<file path="src/rtl/alu_writeback_buffer.sv">
// alu_writeback_buffer
//
// Write-back stage behind the ALU. Each new ALU result is flagged by a
// one-edge ac_load strobe and is captured into a small FIFO. The FIFO is then
// drained to data memory through a valid/ready write port, at consecutive
// addresses starting at base_addr. One job covers `count` results. done
// pulses for one cycle after the last stored result has been accepted by
// memory.
//
// Optional feature (macro WB_ZERO_COUNT_EN):
//   Adds the zero_cnt output. zero_cnt counts the accepted pushes whose
//   alu_zflag was high. It saturates at all-ones and is cleared by an
//   accepted start. Without the macro, alu_zflag is not used.
//
// Ports:
//   clk        in   1       system clock; all state changes on the rising edge
//   rst        in   1       asynchronous, active-high reset
//   start      in   1       one-cycle job launch; honoured only in IDLE
//   base_addr  in   ADDR_W  first write address, latched on start
//   count      in   ADDR_W  number of results in the job, latched on start
//   alu_out    in   DATA_W  ALU result
//   ac_load    in   1       new-result strobe from the ALU
//   alu_zflag  in   1       ALU zero flag that goes with alu_out
//   mem_wr_en  out  1       memory write request (valid)
//   mem_addr   out  ADDR_W  memory write address
//   mem_wdata  out  DATA_W  memory write data (FIFO head)
//   mem_ready  in   1       memory accepts the write
//   busy       out  1       job in progress
//   done       out  1       one-cycle end-of-job pulse
//   fifo_full  out  1       FIFO holds DEPTH entries
//   overflow   out  1       sticky flag: a capture was dropped
//   zero_cnt   out  ADDR_W  zero-result counter (WB_ZERO_COUNT_EN only)
`timescale 1ns/1ps

module alu_writeback_buffer #(
  parameter int DATA_W = 16,
  parameter int ADDR_W = 8,
  parameter int DEPTH  = 4
) (
  input  logic              clk,
  input  logic              rst,
  input  logic              start,
  input  logic [ADDR_W-1:0] base_addr,
  input  logic [ADDR_W-1:0] count,
  input  logic [DATA_W-1:0] alu_out,
  input  logic              ac_load,
  input  logic              alu_zflag,
  output logic              mem_wr_en,
  output logic [ADDR_W-1:0] mem_addr,
  output logic [DATA_W-1:0] mem_wdata,
  input  logic              mem_ready,
  output logic              busy,
  output logic              done,
  output logic              fifo_full,
  output logic              overflow
`ifdef WB_ZERO_COUNT_EN
  ,
  output logic [ADDR_W-1:0] zero_cnt
`endif
);

  localparam int PTR_W = $clog2(DEPTH);
  localparam int OCC_W = PTR_W + 1;

  typedef enum logic [1:0] {
    ST_IDLE = 2'd0,
    ST_RUN  = 2'd1,
    ST_DONE = 2'd2
  } state_t;

  state_t state_q, state_d;

  logic [DATA_W-1:0] fifo_q [DEPTH];
  logic [DATA_W-1:0] fifo_d [DEPTH];
  logic [PTR_W-1:0]  rd_ptr_q, rd_ptr_d;
  logic [PTR_W-1:0]  wr_ptr_q, wr_ptr_d;
  logic [OCC_W-1:0]  occ_q, occ_d;

  logic [ADDR_W-1:0] addr_q, addr_d;
  logic [ADDR_W-1:0] count_q, count_d;
  logic [ADDR_W-1:0] captured_q, captured_d;
  logic [ADDR_W-1:0] pushed_q, pushed_d;
  logic [ADDR_W-1:0] written_q, written_d;
  logic              overflow_q, overflow_d;

`ifdef WB_ZERO_COUNT_EN
  logic [ADDR_W-1:0] zero_cnt_q, zero_cnt_d;
`else
  logic unused_zflag;
  assign unused_zflag = alu_zflag;
`endif

  logic fifo_empty;
  logic fifo_is_full;
  logic in_run;
  logic start_ok;
  logic xfer;
  logic capture;
  logic push;
  logic drop;
  logic last_xfer;

  // Handshake and capture qualifiers. A push into a full FIFO is still
  // accepted when the head leaves in the same cycle, so occupancy never
  // exceeds DEPTH.
  always_comb begin
    fifo_empty   = (occ_q == '0);
    fifo_is_full = (occ_q == OCC_W'(DEPTH));
    in_run       = (state_q == ST_RUN);
    start_ok     = start && (state_q == ST_IDLE);
    xfer         = in_run && !fifo_empty && mem_ready;
    capture      = in_run && ac_load && (captured_q < count_q);
    push         = capture && (!fifo_is_full || xfer);
    drop         = capture && fifo_is_full && !xfer;
    // The job ends once every result has been captured and the transfer
    // in flight is the last stored one. Dropped results never reach the
    // FIFO, so the comparison is against accepted pushes.
    last_xfer    = xfer && (captured_q == count_q) &&
                   ((written_q + ADDR_W'(1)) == pushed_q);
  end

  // FSM state register
  always_ff @(posedge clk or posedge rst) begin
    if (rst) begin
      state_q <= ST_IDLE;
    end else begin
      state_q <= state_d;
    end
  end

  // FSM next-state logic
  always_comb begin
    state_d = state_q;
    case (state_q)
      ST_IDLE: begin
        if (start) begin
          state_d = (count == '0) ? ST_DONE : ST_RUN;
        end
      end
      ST_RUN: begin
        if (last_xfer) begin
          state_d = ST_DONE;
        end
      end
      ST_DONE: begin
        state_d = ST_IDLE;
      end
      default: begin
        state_d = ST_IDLE;
      end
    endcase
  end

  // FSM outputs. These depend only on registered state, so there is no
  // combinational path from mem_ready to mem_wr_en. The write data is
  // forced to zero while no request is pending.
  always_comb begin
    busy      = (state_q == ST_RUN);
    done      = (state_q == ST_DONE);
    mem_wr_en = in_run && !fifo_empty;
    mem_addr  = addr_q;
    mem_wdata = mem_wr_en ? fifo_q[rd_ptr_q] : '0;
    fifo_full = fifo_is_full;
    overflow  = overflow_q;
  end

`ifdef WB_ZERO_COUNT_EN
  assign zero_cnt = zero_cnt_q;
`endif

  // Datapath next-state logic: FIFO, address and job counters. An accepted
  // start resets the job bookkeeping. Otherwise a pop happens on each
  // transfer and a push on each accepted capture. A capture that is dropped
  // still advances captured_q, so the job always terminates.
  always_comb begin
    fifo_d     = fifo_q;
    rd_ptr_d   = rd_ptr_q;
    wr_ptr_d   = wr_ptr_q;
    occ_d      = occ_q;
    addr_d     = addr_q;
    count_d    = count_q;
    captured_d = captured_q;
    pushed_d   = pushed_q;
    written_d  = written_q;
    overflow_d = overflow_q;
`ifdef WB_ZERO_COUNT_EN
    zero_cnt_d = zero_cnt_q;
`endif
    if (start_ok) begin
      addr_d     = base_addr;
      count_d    = count;
      captured_d = '0;
      pushed_d   = '0;
      written_d  = '0;
      overflow_d = 1'b0;
      rd_ptr_d   = '0;
      wr_ptr_d   = '0;
      occ_d      = '0;
`ifdef WB_ZERO_COUNT_EN
      zero_cnt_d = '0;
`endif
    end else begin
      if (xfer) begin
        rd_ptr_d  = rd_ptr_q + PTR_W'(1);
        addr_d    = addr_q + ADDR_W'(1);
        written_d = written_q + ADDR_W'(1);
      end
      if (capture) begin
        captured_d = captured_q + ADDR_W'(1);
      end
      if (push) begin
        fifo_d[wr_ptr_q] = alu_out;
        wr_ptr_d         = wr_ptr_q + PTR_W'(1);
        pushed_d         = pushed_q + ADDR_W'(1);
`ifdef WB_ZERO_COUNT_EN
        if (alu_zflag && (zero_cnt_q != '1)) begin
          zero_cnt_d = zero_cnt_q + ADDR_W'(1);
        end
`endif
      end
      if (drop) begin
        overflow_d = 1'b1;
      end
      case ({push, xfer})
        2'b10:   occ_d = occ_q + OCC_W'(1);
        2'b01:   occ_d = occ_q - OCC_W'(1);
        default: occ_d = occ_q;
      endcase
    end
  end

  // Datapath registers
  always_ff @(posedge clk or posedge rst) begin
    if (rst) begin
      for (int i = 0; i < DEPTH; i++) begin
        fifo_q[i] <= '0;
      end
      rd_ptr_q   <= '0;
      wr_ptr_q   <= '0;
      occ_q      <= '0;
      addr_q     <= '0;
      count_q    <= '0;
      captured_q <= '0;
      pushed_q   <= '0;
      written_q  <= '0;
      overflow_q <= 1'b0;
`ifdef WB_ZERO_COUNT_EN
      zero_cnt_q <= '0;
`endif
    end else begin
      fifo_q     <= fifo_d;
      rd_ptr_q   <= rd_ptr_d;
      wr_ptr_q   <= wr_ptr_d;
      occ_q      <= occ_d;
      addr_q     <= addr_d;
      count_q    <= count_d;
      captured_q <= captured_d;
      pushed_q   <= pushed_d;
      written_q  <= written_d;
      overflow_q <= overflow_d;
`ifdef WB_ZERO_COUNT_EN
      zero_cnt_q <= zero_cnt_d;
`endif
    end
  end

endmodule

</file>
<file path="config.mk">
export PLATFORM = sky130hd
export DESIGN_NAME = alu_writeback_buffer
export DESIGN_NICKNAME = d
export VERILOG_FILES = /design/src/rtl/alu_writeback_buffer.sv
export SDC_FILE = /design/constraint.sdc
export NUM_CORES = 1
export LEC_CHECK = 0
export ABC_AREA = 1
export CORE_MARGIN = 2
export CORE_UTILIZATION = 45
export CTS_CLUSTER_DIAMETER = 60
export CTS_CLUSTER_SIZE = 10
export DETAILED_ROUTE_END_ITERATION = 6
export HOLD_SLACK_MARGIN = 0.12
export MAX_ROUTING_LAYER = met4
export PLACE_DENSITY_LB_ADDON = 0.2
export SLEW_MARGIN = 20
export SYNTH_ARGS = -nofsm -noshare
export SYNTH_HDL_FRONTEND = slang
export SYNTH_SLANG_ARGS = --single-unit
export TNS_END_PERCENT = 20
</file>
<file path="constraint.sdc">
create_clock -name clk -period 5.3 [get_ports clk]
set_clock_uncertainty 0.1 [all_clocks]
set_input_delay 0.53 -clock clk [delete_from_list [all_inputs] [get_ports clk]]
set_output_delay 0.53 -clock clk [all_outputs]
set_load 0.02 [all_outputs]
</file>
== Word-level counts from Yosys, hierarchy flattened ==
Index checks and enable logic that the tools add are counted.
Cells by class
  add/subtract/negate cells: 8
  $lt $le $gt $ge: 4
  equality and inequality tests: 9
  mux-type cells: 27
  bitwise gates (word level): 3
  reduce and logical (&&, ||, !) cells: 25
Operator list (count)
  64-bit bitwise mux: 1
  16-bit 2-to-1 mux: 4
  8-bit 2-to-1 mux: 8
  8-bit by 1-bit adder with 8-bit output, second input constant: 4
  16-bit binary-select mux with 2-bit select: 1
  16-bit demux with 2-bit select: 1
  8-bit equality test: 2
  2-bit 2-to-1 mux: 7
  1-bit logical AND: 11
  8-bit logical NOT: 1
  8-bit less-than comparator: 1
  2-bit nonzero test: 4
  3-bit greater-or-equal comparator, second input constant: 2
  2-bit inverter with 3-bit output: 2
  3-bit one-hot mux with 2 select lines: 1
  2-bit by 1-bit adder with 2-bit output, second input constant: 2
  2-bit by 1-bit equality test with 1-bit output, second input constant: 2
  2-bit equality test, second input constant: 2
  2-bit one-hot mux with 2 select lines: 1
  2-bit AND reduction: 2
  3-bit by 1-bit adder with 3-bit output, second input constant: 1
  3-bit equality test, second input constant: 1
  1-bit logical NOT: 3
  3-bit logical NOT: 1
  other kinds (10): 11
Word-level totals
  register bits after elaboration: 114
  input port bits: 38

== Logic depth before layout (Yosys ltp) ==
Gate-level depths: netlist (run 1).
  depth after elaboration: 9
  depth in mapped cells: 16

== Least setup slack after synthesis (run 1) ==
No wires, ideal clock.
  path kind: reg-to-reg
  from: reg captured_q[1]
  to: reg occ_q[2]
  library setup time: 0.118 ns
  data arrival time: 2.017 ns
  path slack: 3.065 ns
  stages on the path, launching flop included: 16
  path buffers: 0
  path through: dfrtp_1 > ha_1 > inv_1 > o21bai_1 > nand2_1 > nand2_1 > nand2_1 > nand2_2 > nand2_1 > fa_1 > xor2_1 > inv_1 > nand2_1 > nand2_1 > nand3_1 > nand2_1
On the way
  longest elaborated chain between the ends: 6
Ends and longest elaborated chain
  start, declared: line 81  | logic [ADDR_W-1:0] captured_q, captured_d;
  start signal, assigned: line 257  | captured_q <= captured_d;
  8-bit less-than comparator *: line 112  | capture = in_run && ac_load && (captured_q < count_q);
  1-bit logical AND *: line 112
  1-bit logical AND *: line 113  | push = capture && (!fifo_is_full || xfer);
  2-bit by 1-bit equality test with 1-bit output / 2-bit equality test (equally long branches): line 224  | case ({push, xfer})
  3-bit one-hot mux with 2 select lines: line 224
  3-bit 2-to-1 mux: line 189  | if (start_ok) begin
  end signal, assigned: line 240  | occ_q <= '0;
  end signal, assigned: line 254  | occ_q <= occ_d;
  end, declared: line 77  | logic [OCC_W-1:0] occ_q, occ_d;
Every way passes the cells marked *; elsewhere a longest branch is shown, timed or not.
A chain may end at the register's enable or synchronous reset.

== Final worst setup path (run 1) ==
  from: reg rd_ptr_q[1]
  to: out mem_wdata[10]
On the way
  longest elaborated chain between the ends: 5
Ends and longest elaborated chain
  start, declared: line 75  | logic [PTR_W-1:0] rd_ptr_q, rd_ptr_d;
  start signal, assigned: line 252  | rd_ptr_q <= rd_ptr_d;
  2-bit inverter with 3-bit output (not written as such): line 162  | mem_wdata = mem_wr_en ? fifo_q[rd_ptr_q] : '0;
  16-bit binary-select mux with 2-bit select: line 162
  16-bit 2-to-1 mux (not written as such) (2 in series): line 162
  16-bit 2-to-1 mux: line 162
  end, declared: line 50  | output logic [DATA_W-1:0] mem_wdata,
Every way passes these cells. The select of a mux whose other input is x is not followed.

==> results.yml, run 1 <==
timing:
  slew_viol_final: 0
  tns_ns: 0
  worst_pin_slew_ns: 1.009
  fin_crit_ns: 3.669
  relSlewSlack_pct: 32.60
  finalSetupViolCount: 0
  fmax_mhz: 272.6
  rsz0062_at_grt: "no"
  finalHoldViolCount: 0
  finalCritPeriodShare_pct: 69.22
power_and_ir_drop:
  ir_worst_vdd_mv: 0.3050
  power_density_mw_per_mm2: 574.8
  p_leak_nw: 3.490
synth:
  netlist_area_sq_mm: 0.006078
  syn_area_per_cell_sq_um: 8.029
  async_reset_ff_share_pct: 100.0
  synthMostInstantiatedCell: "nand2_1"
  synthFlopType: "dfrtp_1"
  synth_seq_cells: 114
  netlist_instances: 757
  synthTopCellsByCount: "167 x nand2_1, 114 x dfrtp_1, 103 x nor2_1, 73 x inv_1, 53 x o21ai_1"
  yosysWarnings: 0
  yosysTopAreaCell: "dfrtp_1"
  seq_area_frac_synth_pct: 46.93
  synth_edf_count: 0
  syn_nets: 812
  ys_types: 38
  synth_top_area_share_pct: 46.93
  synthTopCellsByArea: "dfrtp_1 47%, nand2_1 10%, nor2_1 6.4%"
grt:
  grt_pass1_vias: 4995
  antenna_found_initial: 0
  grt_use_total_pct: 21.08
  grt_max_degree: 87
  grt_pass1_wl_mm: 23.54
  gr-total-overflow: 0
hold_path:
  hp-start: "fifo_q[45]$_DFFE_PP0P_"
  hold_path.class: "register to register"
placed_design:
  gp_congestion: 0.7826
  io_buffers: 65
  dp_cells: 968
  dp_hpwl_mm: 8.899
floorplan:
  die_area_sq_mm: 0.01445
  rows: 42
  start_util_pct: 45.90
  die_w_microns: 120.2
  ioPinCount: 67
  chipHeight_microns: 120.2
  core_area_sq_mm: 0.01324
clocking:
  clk_pin_slew_ns: 0.05
  cts-root-buf: "clkbuf_16"
  htree_num_levels: 4
  clock_sinks: 114
  cts_resized: 0
  numCtsBuffers: 17
  clock_latency_ns: 0.42
  clockBufferDepth: 2
  cts_tree: "done"
  cts_setup_buffers: 0
  cts_hold_buf: 0
finish:
  area_growth_pct: 20.42
  drive_gt1_share_pct: 9.102
  fin_cells: 1000
  nets: 866
  diodes: 0
routing:
  drc: 0
  ant_nets: 0
  drt-total-wl_mm: 13.80
  wl_per_cell_microns: 13.80
  viasPerCell: 5.085
  drt_iter0_markers: 363
  num_vias: 5085
  drtPass1Iterations: 6
flow_run:
  cap_violations: 0
status:
  status: "complete, no violations"
critical_path:
  cp-end-kind: "output port"
  required_ns: 4.67
  r2r-start: "captured_q[7]$_DFFE_PP0P_"
  crit_arrival_ns: 3.04
  critical_path_class: "register to output port"
  cp_max_fo: 19
  worstSetupStartpoint: "rd_ptr_q[1]$_DFFE_PP0P_"
  critPathLaunchType: "register"
through the flow:
step / setup slack, ns / hold slack, ns / utilization, % / power, mW / instance area [sq um]
global placement: 2.069 / 0.3597 / 50.98 / 3.084 / 6751
CTS: 1.602 / 0.3762 / 55.25 / 4.241 / 7317
global route: 1.440 / 0.3954 / 55.27 / 4.538 / 7320
floorplan: 1.654 / 0.3496 / - / 2.652 / 6078
detailed placement: 2.054 / 0.3634 / 50.98 / 3.150 / 6751
finish: 1.631 / 0.3748 / 55.27 / 4.207 / 7320
state kept, by name, indices dropped and copies added, names as in the netlist:
| name | count |
|---|---|
| mem_addr | 8 |
| captured_q | 8 |
| occ_q | 3 |
| rd_ptr_q | 2 |
| overflow | 1 |
| state_q | 2 |
| count_q | 8 |
| fifo_q | 64 |
| written_q | 8 |
| wr_ptr_q | 2 |
| pushed_q | 8 |
cell usage in the layout (no fill, tap or decap), types with 5 or more instances in the layout:
master,n
nand2_4,5
o21ai_0,51
nor3_1,5
clkdlybuf4s50_1,65
inv_2,5
dfrtp_1,114
nand3_1,38
ha_1,16
clkinv_4,5
o21ai_2,21
a21oi_1,26
inv_1,72
nor2_1,103
nand2_1,167
nand4_1,9
clkbuf_16,17
clkinv_2,5
xor2_1,12
o21ai_1,53
layout make-up:
cell class | instances | area, sq um
multi-input cells | 530 | 2693
clock buffers | 19 | 452.9
flip-flops and latches | 114 | 2853
repair buffers | 68 | 673.1
inverters | 80 | 315.3
clock inverters | 13 | 112.6
well taps | 176 | 220.2
fillers | 1248 | 5923
kinds of logic after synthesis:
kind of cell	share of synthesized area (%)
compound gates	15.27
xor+xnor	2.161
fa+ha+maj	3.623
buf+inv	8.769
flops	46.93
simple gates	23.24
critical path, stage by stage, from the launching register on:
cell and delay (ns):
dfrtp_1 0.85, inv_1 0.56, nor2_1 0.20, o21ai_0 0.10, a21oi_1 0.25, clkdlybuf4s50_1 0.66
power breakdown:
part / leakage (nW) / internal (mW) / switching, mW / total [mW]
clock: 0.274 / 0.665 / 0.403 / 1.07
sequential: 1.47 / 1.21 / 0.244 / 1.45
combinational: 1.74 / 0.655 / 1.03 / 1.69
per-layer routing:
layer	track usage (%)	vias up	share of wire, %
met5	-	-	0
met4	6.831	0	1.3
met3	4.764	20	4.0
met2	32.56	99	48
met1	27.83	2401	47
li1	-	2565	-
worst paths after layout:
path | to | slack (ns) | depth (start not counted)
setup / recovery | mem_wdata[10] | 1.63 | 5
hold / removal | fifo_q[45]$_DFFE_PP0P_ | 0.37 | 2
setup reg to reg | occ_q[2]$_DFFE_PP0P_ | 2.55 | 13
hold reg to reg | fifo_q[45]$_DFFE_PP0P_ | 0.37 | 2
max in group asynchronous | fifo_q[0]$_DFFE_PP0P_ | 3.66 | 3
min in group asynchronous | fifo_q[61]$_DFFE_PP0P_ | 0.55 | 2
No activity file was read; power rests on OpenSTA's default activity.
==> run 2, diff against run 1 <==
==> constraint.sdc (replaced) <==
create_clock -name clk -period 3 [get_ports clk]
set_clock_uncertainty 0.1 [all_clocks]
set_input_delay 0.3 -clock clk [delete_from_list [all_inputs] [get_ports clk]]
set_output_delay 0.3 -clock clk [all_outputs]
set_load 0.02 [all_outputs]
==> run 2 against run 1 <==
Against the previous run: via count up 1.7%; core utilization up 1.1 points; sequential share of layout area down 0.75 points; critical path type unchanged; cell area up 2.0%; combinational power up 80%; highest routed layer unchanged; count of clock-buffer cells in the layout unchanged; sequential cell count unchanged; wire length up 1.4%; critical path depth unchanged; register-to-register slack worse by 2.2 ns; non-clock buffer count up 5; critical endpoint unchanged.
==> results.yml, run 2 (synthesis results as in run 1) <==
timing:
  finalSetupViolCount: 0
  fin_crit_ns: 2.726
  finalHoldViolCount: 0
  worst_pin_slew_ns: 0.6516
  relSlewSlack_pct: 56.51
  fmax_mhz: 366.8
  rsz0062_at_grt: "no"
  finalCritPeriodShare_pct: 90.87
  whs_ns: 0.3340
  slew_viol_final: 0
  tns_ns: 0
placed_design:
  dp_cells: 973
  io_buffers: 65
  gp_congestion: 0.7791
  dp_hpwl_mm: 9.042
routing:
  num_vias: 5169
  drt_iter0_markers: 424
  drt-total-wl_mm: 13.99
  drtPass1Iterations: 5
  wl_per_cell_microns: 13.92
  viasPerCell: 5.143
  drc: 0
  ant_nets: 0
grt:
  grt_max_degree: 115
  antenna_found_initial: 0
  grt_use_total_pct: 21.17
  grt_pass1_vias: 5043
  grt_pass1_wl_mm: 23.61
  gr-total-overflow: 0
finish:
  largest_reg_flops: 64
  most-common-layout-cells: "167 x nand2_1, 114 x dfrtp_1, 103 x nor2_1"
  fill_cells: 1215
  diodes: 0
  drive_gt1_share_pct: 9.650
  nets: 871
  area_growth_pct: 22.79
  final_util_pct: 56.36
  final_common_cell: "nand2_1"
  regMostFlops: "fifo_q"
  fin_cells: 1005
clocking:
  cts_setup_buffers: 0
  cts_tree: "done"
  clock_latency_ns: 0.41
  clk_pin_slew_ns: 0.05
  cts-root-buf: "clkbuf_16"
  numCtsBuffers: 17
  cts_hold_buf: 0
  clock_sinks: 114
  clockBufferDepth: 2
  cts_resized: 0
  htree_num_levels: 4
power_and_ir_drop:
  p_leak_nw: 3.562
  p_total_mw: 7.817
  power_density_mw_per_mm2: 1047
  ir_worst_vdd_mv: 0.4914
floorplan:
  start_util_pct: 45.90
  chipHeight_microns: 120.2
  rows: 42
  die_w_microns: 120.2
  die_area_sq_mm: 0.01445
  ioPinCount: 67
  core_area_sq_mm: 0.01324
critical_path:
  critical_path_class: "register to output port"
  rrSetupSlack_ns: 0.33
  required_ns: 2.60
  critPathLaunchType: "register"
  crit_arrival_ns: 2.33
  cp-end-kind: "output port"
  cp_max_fo: 12
hold_path:
  hold_path.class: "primary input to async pin"
flow_run:
  cap_violations: 0
status:
  status: "complete, no violations"
-- run 2: where the power goes --
group | total [mW] | leakage [nW] | switching [mW] | internal, mW
clock | 2.22 | 0.323 | 0.706 | 1.52
combinational | 3.04 | 1.77 | 1.85 | 1.19
sequential | 2.55 | 1.47 | 0.414 | 2.14
total | 7.82 | 3.56 | 2.97 | 4.85
-- run 2: worst max-delay path, cell delays in order (launching register included) --
cell and delay (ns):
dfrtp_1 0.38, inv_1 0.29, buf_4 0.26, o21ai_0 0.11, a21oi_1 0.24, clkdlybuf4s50_1 0.64
-- run 2: area by class of cell --
type / count / area [sq um] / share of cell area [%]
clock buffers: 19 / 452.9 / 6.069
multi-input cells: 530 / 2693 / 36.08
well taps: 176 / 220.2 / 2.951
clock inverters: 13 / 207.7 / 2.783
inverters: 80 / 314.1 / 4.208
repair buffers: 73 / 723.2 / 9.690
flip-flops and latches: 114 / 2853 / 38.22
-- run 2: layer usage --
metal | up-vias | GRT usage [%] | part of all wire [%] | routed length (microns)
met2 | 113 | 34.02 | 48 | 6781
met5 | - | - | 0 | 0
met4 | 0 | 7.485 | 1.1 | 148
met3 | 16 | 4.198 | 4.3 | 599
met1 | 2469 | 26.93 | 46 | 6462
li1 | 2571 | - | - | -
-- run 2: path summary, 6_finish.rpt --
check,start,end,cells past startpoint
worst max-delay path,rd_ptr_q[0]$_DFFE_PP0P_,mem_wdata[10],5
worst min-delay path,rst,count_q[7]$_DFFE_PP0P_,3
worst max register to register,captured_q[4]$_DFFE_PP0P_,occ_q[2]$_DFFE_PP0P_,13
worst min register to register,fifo_q[3]$_DFFE_PP0P_,fifo_q[3]$_DFFE_PP0P_,2
max in group asynchronous,rst,pushed_q[4]$_DFFE_PP0P_,3
min in group clk,fifo_q[3]$_DFFE_PP0P_,fifo_q[3]$_DFFE_PP0P_,2
-- run 2: per-stage QoR --
stage               setup WS (ns)  area (sq um)
floorplan                  0.7652          6082
global placement           0.4494          6803
detailed placement         0.3621          6803
CTS                        0.2497          7463
global route               0.1219          7463
finish                     0.2739          7463
